### src/rtl/m_ext_pkg.sv
// Shared types and op decode helpers for the M-extension mul/div unit.
package m_ext_pkg;

    typedef enum logic [2:0] {
        OP_MUL    = 3'b000,
        OP_MULH   = 3'b001,
        OP_MULHSU = 3'b010,
        OP_MULHU  = 3'b011,
        OP_DIV    = 3'b100,
        OP_DIVU   = 3'b101,
        OP_REM    = 3'b110,
        OP_REMU   = 3'b111
    } muldiv_op_e;

    typedef enum logic [1:0] {
        IDLE = 2'd0,
        CALC = 2'd1,
        FIX  = 2'd2,
        DONE = 2'd3
    } muldiv_state_e;

    // Divide/remainder ops live in the upper half of funct3.
    function automatic logic op_is_div(input muldiv_op_e op);
        return op[2];
    endfunction

    function automatic logic op_is_rem(input muldiv_op_e op);
        return op[2] & op[1];
    endfunction

    // rs1 treated as signed: MULH, MULHSU, DIV, REM.
    function automatic logic op_a_signed(input muldiv_op_e op);
        return (op == OP_MULH) || (op == OP_MULHSU) || (op == OP_DIV) || (op == OP_REM);
    endfunction

    // rs2 treated as signed: MULH, DIV, REM.
    function automatic logic op_b_signed(input muldiv_op_e op);
        return (op == OP_MULH) || (op == OP_DIV) || (op == OP_REM);
    endfunction

endpackage

### src/rtl/m_ext_div_core.sv
// Restoring divider datapath: one quotient bit per step on unsigned magnitudes.
module m_ext_div_core #(
    parameter int unsigned XLEN = 32
) (
    input  logic            clk,
    input  logic            rst,
    input  logic            start,
    input  logic            step,
    input  logic [XLEN-1:0] dividend,
    input  logic [XLEN-1:0] divisor,
    output logic [XLEN-1:0] quotient,
    output logic [XLEN-1:0] remainder
);

    logic [XLEN-1:0] divisor_q;
    logic [XLEN:0]   shifted;
    logic [XLEN:0]   diff;

    // Trial subtraction of the divisor from the shifted partial remainder.
    always_comb begin
        shifted = {remainder, quotient[XLEN-1]};
        diff    = shifted - {1'b0, divisor_q};
    end

    // Quotient register doubles as the dividend shift register.
    always_ff @(posedge clk or posedge rst) begin
        if (rst) begin
            quotient  <= '0;
            remainder <= '0;
            divisor_q <= '0;
        end else if (start) begin
            quotient  <= dividend;
            remainder <= '0;
            divisor_q <= divisor;
        end else if (step) begin
            if (!diff[XLEN]) begin
                remainder <= diff[XLEN-1:0];
                quotient  <= {quotient[XLEN-2:0], 1'b1};
            end else begin
                remainder <= shifted[XLEN-1:0];
                quotient  <= {quotient[XLEN-2:0], 1'b0};
            end
        end
    end

endmodule

### src/rtl/m_ext_muldiv_unit.sv
// Iterative RV32/RV64 M-extension execute unit (MUL/MULH/MULHSU/MULHU/DIV/DIVU/REM/REMU).
// Build option: define M_EXT_DIV_EN to include the divider; otherwise divide ops
// complete immediately with out_res=0 and out_illegal=1.
module m_ext_muldiv_unit
    import m_ext_pkg::*;
#(
    parameter int unsigned XLEN    = 32,
    parameter int unsigned MUL_BPC = 1,
    parameter int unsigned TAG_W   = 5
) (
    input  logic             clk,
    input  logic             rst,
    input  logic             in_valid,
    output logic             in_ready,
    input  logic [2:0]       in_op,
    input  logic [XLEN-1:0]  in_a,
    input  logic [XLEN-1:0]  in_b,
    input  logic [TAG_W-1:0] in_tag,
    input  logic             flush,
    output logic             out_valid,
    input  logic             out_ready,
    output logic [XLEN-1:0]  out_res,
    output logic [TAG_W-1:0] out_tag,
    output logic             out_illegal,
    output logic             busy
);

    localparam int unsigned CNT_W = $clog2(XLEN) + 1;
    localparam int unsigned ACC_W = 2 * XLEN;
    localparam logic [CNT_W-1:0] N_MUL = CNT_W'(XLEN / MUL_BPC);
    localparam logic [CNT_W-1:0] N_DIV = CNT_W'(XLEN);

    muldiv_state_e    state;
    logic [CNT_W-1:0] cnt;
    muldiv_op_e       op_q;
    logic [TAG_W-1:0] tag_q;
    logic             fast_q;
    logic             b_neg_q;
    logic [ACC_W-1:0] acc_q, mcand_q;
    logic [XLEN-1:0]  mplier_q;

    muldiv_op_e       op_in;
    logic             accept, in_is_div, in_sa, in_sb, in_fast;
    logic [ACC_W-1:0] acc_step, acc_fix;
    logic [XLEN-1:0]  res_fix;
    logic             illegal_fix;

`ifdef M_EXT_DIV_EN
    localparam logic [XLEN-1:0] MIN_INT = {1'b1, {(XLEN-1){1'b0}}};
    logic [XLEN-1:0] a_q, a_mag, b_mag, div_quo, div_rem;
    logic            dz_q, q_neg_q, r_neg_q, in_dz, in_ovf, div_start, div_step;
`endif

    // Request decode; flush suppresses a same-cycle accept.
    always_comb begin
        op_in     = muldiv_op_e'(in_op);
        accept    = in_valid && in_ready && !flush;
        in_is_div = op_is_div(op_in);
        in_sa     = op_a_signed(op_in);
        in_sb     = op_b_signed(op_in);
`ifdef M_EXT_DIV_EN
        in_dz     = (in_b == '0);
        in_ovf    = in_sa && (in_a == MIN_INT) && (in_b == '1);
        in_fast   = in_is_div && (in_dz || in_ovf);
        a_mag     = (in_sa && in_a[XLEN-1]) ? -in_a : in_a;
        b_mag     = (in_sb && in_b[XLEN-1]) ? -in_b : in_b;
        div_start = accept && in_is_div && !in_fast;
        div_step  = (state == CALC) && op_is_div(op_q);
`else
        in_fast   = in_is_div;
`endif
    end

    // Shift-add step: retire MUL_BPC multiplier bits into the accumulator.
    always_comb begin
        acc_step = acc_q;
        for (int j = 0; j < int'(MUL_BPC); j++) begin
            if (mplier_q[j]) acc_step = acc_step + (mcand_q << j);
        end
    end

    // Final result selection; after N steps mcand_q holds a<<XLEN, the weight of a negative rs2 sign bit.
    always_comb begin
        acc_fix     = acc_q - (b_neg_q ? mcand_q : '0);
        res_fix     = '0;
        illegal_fix = 1'b0;
        if (!op_is_div(op_q)) begin
            res_fix = (op_q == OP_MUL) ? acc_fix[XLEN-1:0] : acc_fix[ACC_W-1:XLEN];
        end else begin
`ifdef M_EXT_DIV_EN
            if (fast_q) begin
                if (dz_q) res_fix = op_is_rem(op_q) ? a_q : '1;
                else      res_fix = op_is_rem(op_q) ? '0 : MIN_INT;
            end else if (op_is_rem(op_q)) begin
                res_fix = r_neg_q ? -div_rem : div_rem;
            end else begin
                res_fix = q_neg_q ? -div_quo : div_quo;
            end
`else
            illegal_fix = 1'b1;
`endif
        end
    end

    // Control FSM with registered handshake and result outputs.
    always_ff @(posedge clk or posedge rst) begin
        if (rst) begin
            state       <= IDLE;
            cnt         <= '0;
            in_ready    <= 1'b1;
            out_valid   <= 1'b0;
            busy        <= 1'b0;
            out_res     <= '0;
            out_tag     <= '0;
            out_illegal <= 1'b0;
        end else if (flush) begin
            state     <= IDLE;
            in_ready  <= 1'b1;
            out_valid <= 1'b0;
            busy      <= 1'b0;
        end else begin
            case (state)
                IDLE: begin
                    if (accept) begin
                        cnt      <= in_is_div ? N_DIV : N_MUL;
                        state    <= in_fast ? FIX : CALC;
                        in_ready <= 1'b0;
                        busy     <= 1'b1;
                    end
                end
                CALC: begin
                    cnt <= cnt - CNT_W'(1);
                    if (cnt == CNT_W'(1)) state <= FIX;
                end
                FIX: begin
                    state       <= DONE;
                    out_valid   <= 1'b1;
                    out_res     <= res_fix;
                    out_tag     <= tag_q;
                    out_illegal <= illegal_fix;
                end
                DONE: begin
                    if (out_ready) begin
                        state     <= IDLE;
                        out_valid <= 1'b0;
                        in_ready  <= 1'b1;
                        busy      <= 1'b0;
                    end
                end
                default: state <= IDLE;
            endcase
        end
    end

    // Operand capture and multiplier datapath.
    always_ff @(posedge clk or posedge rst) begin
        if (rst) begin
            op_q     <= OP_MUL;
            tag_q    <= '0;
            fast_q   <= 1'b0;
            b_neg_q  <= 1'b0;
            acc_q    <= '0;
            mcand_q  <= '0;
            mplier_q <= '0;
        end else if (accept) begin
            op_q     <= op_in;
            tag_q    <= in_tag;
            fast_q   <= in_fast;
            b_neg_q  <= in_sb && in_b[XLEN-1];
            acc_q    <= '0;
            mcand_q  <= {{XLEN{in_sa & in_a[XLEN-1]}}, in_a};
            mplier_q <= in_b;
        end else if ((state == CALC) && !op_is_div(op_q)) begin
            acc_q    <= acc_step;
            mcand_q  <= mcand_q << MUL_BPC;
            mplier_q <= mplier_q >> MUL_BPC;
        end
    end

`ifdef M_EXT_DIV_EN
    // Divide corner-case and result-sign bookkeeping captured at accept.
    always_ff @(posedge clk or posedge rst) begin
        if (rst) begin
            a_q     <= '0;
            dz_q    <= 1'b0;
            q_neg_q <= 1'b0;
            r_neg_q <= 1'b0;
        end else if (accept) begin
            a_q     <= in_a;
            dz_q    <= in_dz;
            q_neg_q <= in_sa && (in_a[XLEN-1] ^ in_b[XLEN-1]);
            r_neg_q <= in_sa && in_a[XLEN-1];
        end
    end

    m_ext_div_core #(.XLEN(XLEN)) u_div (
        .clk       (clk),
        .rst       (rst),
        .start     (div_start),
        .step      (div_step),
        .dividend  (a_mag),
        .divisor   (b_mag),
        .quotient  (div_quo),
        .remainder (div_rem)
    );
`endif

endmodule

### config.mk
export PLATFORM = sky130hd
export DESIGN_NAME = m_ext_muldiv_unit
export DESIGN_NICKNAME = d
export VERILOG_FILES = /design/src/rtl/m_ext_pkg.sv /design/src/rtl/m_ext_div_core.sv /design/src/rtl/m_ext_muldiv_unit.sv
export SDC_FILE = /design/constraint.sdc
export NUM_CORES = 1
export LEC_CHECK = 0
export CAP_MARGIN = 20
export CORE_MARGIN = 2
export CORE_UTILIZATION = 61
export CTS_CLUSTER_DIAMETER = 60
export DETAILED_ROUTE_END_ITERATION = 10
export HOLD_SLACK_MARGIN = 0.06
export PLACE_DENSITY = 0.82
export SLEW_MARGIN = 20
export SYNTH_ARGS = -nofsm -noshare
export SYNTH_HDL_FRONTEND = slang
export SYNTH_SLANG_ARGS = --single-unit
### constraint.sdc
create_clock -name clk -period 9.8 [get_ports clk]
set_input_delay 1.47 -clock clk [delete_from_list [all_inputs] [get_ports clk]]
set_output_delay 1.47 -clock clk [all_outputs]
set_load 0.005 [all_outputs]
==> impl_metrics.tcl <==
set metrics [dict create \
    worstPathMaxFanout 64 \
    wl_microns 48090 \
    cp_slowest_stage_delay_ns 0.59 \
    syn_nets 2391 \
    maxSlewViolCount 0 \
    area_delta_synth_final_pct 12.76 \
    setup_viol 0 \
    yosysTopAreaCell "dfrtp_1" \
    arrival_ns 4.77 \
    cts_setup_buffers 0 \
    fin_cells 2612 \
    pin_count 118 \
    ys_types 97 \
    cts-resized-gates 0 \
    gp_congestion 0.9913 \
    async_reset_ff_share_pct 100.0 \
    whs_endpoint "tag_q[3]" \
    rsz0062_at_grt "false" \
    numPlacedInstances 2562 \
    syn_area_sq_um 17020 \
    clkLatencyLatePin_ns 0.55 \
    ctsHtreeMaxLevel 1 \
    syn_inst 2172 \
    initial_core_util_pct 61.59 \
    slew_headroom_pct 36.90 \
    vias_per_cell 6.269 \
    die_area_sq_um 29250 \
    root_buffer "clkbuf_16" \
    grt_max_degree 152 \
    r2r_cells 14 \
    num_antenna_cells 0 \
    slowest_stage "o31ai_2" \
    cts_hold_buf 0 \
    min_delay_path_depth 2 \
    grt_util_all_layers_pct 32.78 \
    gr-total-overflow 0 \
    tightest_slew_ns 0.9464 \
    finalClockSkew_ns 0.02088 \
    cp-start-kind "flip-flop" \
    io_buffers 117 \
    dr.first_iter.drc_count 1764 \
    layout_min_cycle_time_ns 4.349 \
    grt_pass1_vias 15260 \
    std_cell_rows 61 \
    r2r_slack_ns 5.45 \
    hold_viol 0 \
    ir_worst_vdd_uv 212.0 \
    yosysWarnings 0 \
    power_density_nw_per_um2 431.2 \
    core_area_sq_um 27630 \
    drive_gt1_share_pct 5.237 \
    synth_most_common_cell "nand2_1" \
    die_h_microns 171.0 \
    dp_hpwl_microns 35450 \
    ys_top_cells_by_count "468 x nand2_1, 234 x a21oi_1, 217 x dfrtp_1" \
    synth_seq_cells 218 \
    leakage_nw 8.795 \
    timing.hold.ws_ns 0.4725 \
    antenna_found_initial 0 \
    fmax_ghz 0.2300 \
    clkTransAtPathRegs_ns 0.06 \
    cts.path.max_buffers 3 \
    cp_cell_sequence "buf_4, and2_1, ha_1, fa_1, nand3b_1, a31oi_1, o31ai_2, o21ai_2, a31oi_1, o31ai_2, a41oi_1, xor2_1, mux2i_1, a22o_1" \
    fp.dieW_microns 171.0 \
    synth_top_area_share_pct 31.91 \
    maxCapViolCount 0 \
    route.detailed.drc 0 \
    grt_pass1_wl_microns 77600 \
    clock_sinks 218 \
    cp-end-kind "flip-flop" \
    tritoncts "done" \
    setup.worst_path.class "flip-flop to flip-flop" \
    hold_start "tag_q[3]" \
    ys_seq_area_share_pct 32.07 \
    post_drt_wl_per_cell_microns 18.41 \
    outcome "completed" \
    syn_area_per_cell_sq_um 7.834 \
    timing.final.crit_share_pct 44.37 \
    yosys_most_used_dff "dfrtp_1" \
    ys_top_cells_by_area "dfrtp_1 32%, nand2_1 10%, ha_1 10%" \
    vias 16370 \
    cts_made_buffers 27 \
    reg2reg_from "b_neg_q" \
    synth_edf_count 0 \
    final_nets 2432 \
    final_area_sq_um 19190 \
    fin_tns_setup_ns 0 \
    drt-pass1-iter-count 6 \
    regToRegEndpoint "out_res[16]" \
    min_path_type "flip-flop to flip-flop" \
    placed_area_sq_um 18280 \
    antenna_left 0 \
    required_ns 10.22 \
]
==> worst max-delay path: cells and delay by family (launching register included) <==
family	cells	cell delay [ns]
AOI/OAI and AO/OA	7	2.05
adders and majority gates	2	0.62
and+or+nand+nor	2	0.48
DFF	1	0.40
buffers and inverters	1	0.31
xor gates and xnor gates	1	0.21
muxes	1	0.12
==> layout by cell type, fill, tap and decap left out, types with 34 or more instances in the layout <==
master           count
clkdlybuf4s50_1    117
inv_1               40
dfrtp_1            216
a21o_1              61
nand3_1             34
a21oi_1            234
nand2_1            467
xor2_1              37
xnor2_1             72
ha_1               140
nor2_1             189
a31oi_1             78
o21ai_0             95
==> stage by stage <==
stage	power, mW	util (%)	worst slack, ns
after floorplan	5.687	-	2.367
after global placement	6.972	66.17	5.025
after detailed placement	7.088	66.17	4.910
after CTS	8.136	69.41	5.457
after global routing	8.878	69.45	5.234
final	8.274	69.45	5.451
==> kinds of logic after synthesis <==
group | after synthesis | share of synthesized area, %
DFF | 218 | 32.07
xor gates and xnor gates | 109 | 5.610
and+or+nand+nor | 849 | 21.57
buffers and inverters | 158 | 3.868
adders and majority gates | 142 | 10.53
muxes | 18 | 1.140
AOI/OAI and AO/OA | 678 | 25.22
==> flip-flops by register name, indices dropped and copies added (netlist names) <==
register     cells
acc_q           64
mcand_q         64
mplier_q        32
out_res         32
cnt              6
out_tag          5
tag_q            5
op_q             3
state            2
b_neg_q          1
busy             1
in_ready         1
out_illegal      1
out_valid        1
==> worst max-delay path by stage <==
stage	slack, ns	end	cells after the start	startpoint
global route	5.23	out_res[16]	14	b_neg_q
floorplan	2.37	acc_q[0]	1	rst
CTS	5.46	mcand_q[47]	5	flush
global placement	5.02	mcand_q[63]	5	flush
finish	5.45	out_res[16]	14	b_neg_q
detailed placement	4.91	mcand_q[34]	5	flush
==> routing by layer <==
metal | part of all wire, % | GRT usage (%)
met4 | 4.0 | 12.68
met1 | 44 | 45.28
met3 | 8.1 | 6.246
met5 | 0 | 0
met2 | 44 | 50.98
==> where the power goes <==
part,internal (mW),switching [mW],leakage [nW]
sequential,1.28,0.404,2.68
combinational,2.25,3.33,5.67
clock,0.603,0.404,0.438
==> cell type report <==
class | count | area (sq um)
clock buffers | 44 | 829.5
repair buffers | 129 | 1261
clock inverters | 6 | 65.06
fillers | 2235 | 8441
inverters | 41 | 166.4
well taps | 378 | 473.0
multi-input cells | 1796 | 10940
flip-flops and latches | 218 | 5458
No activity file was read; power rests on OpenSTA's default activity.
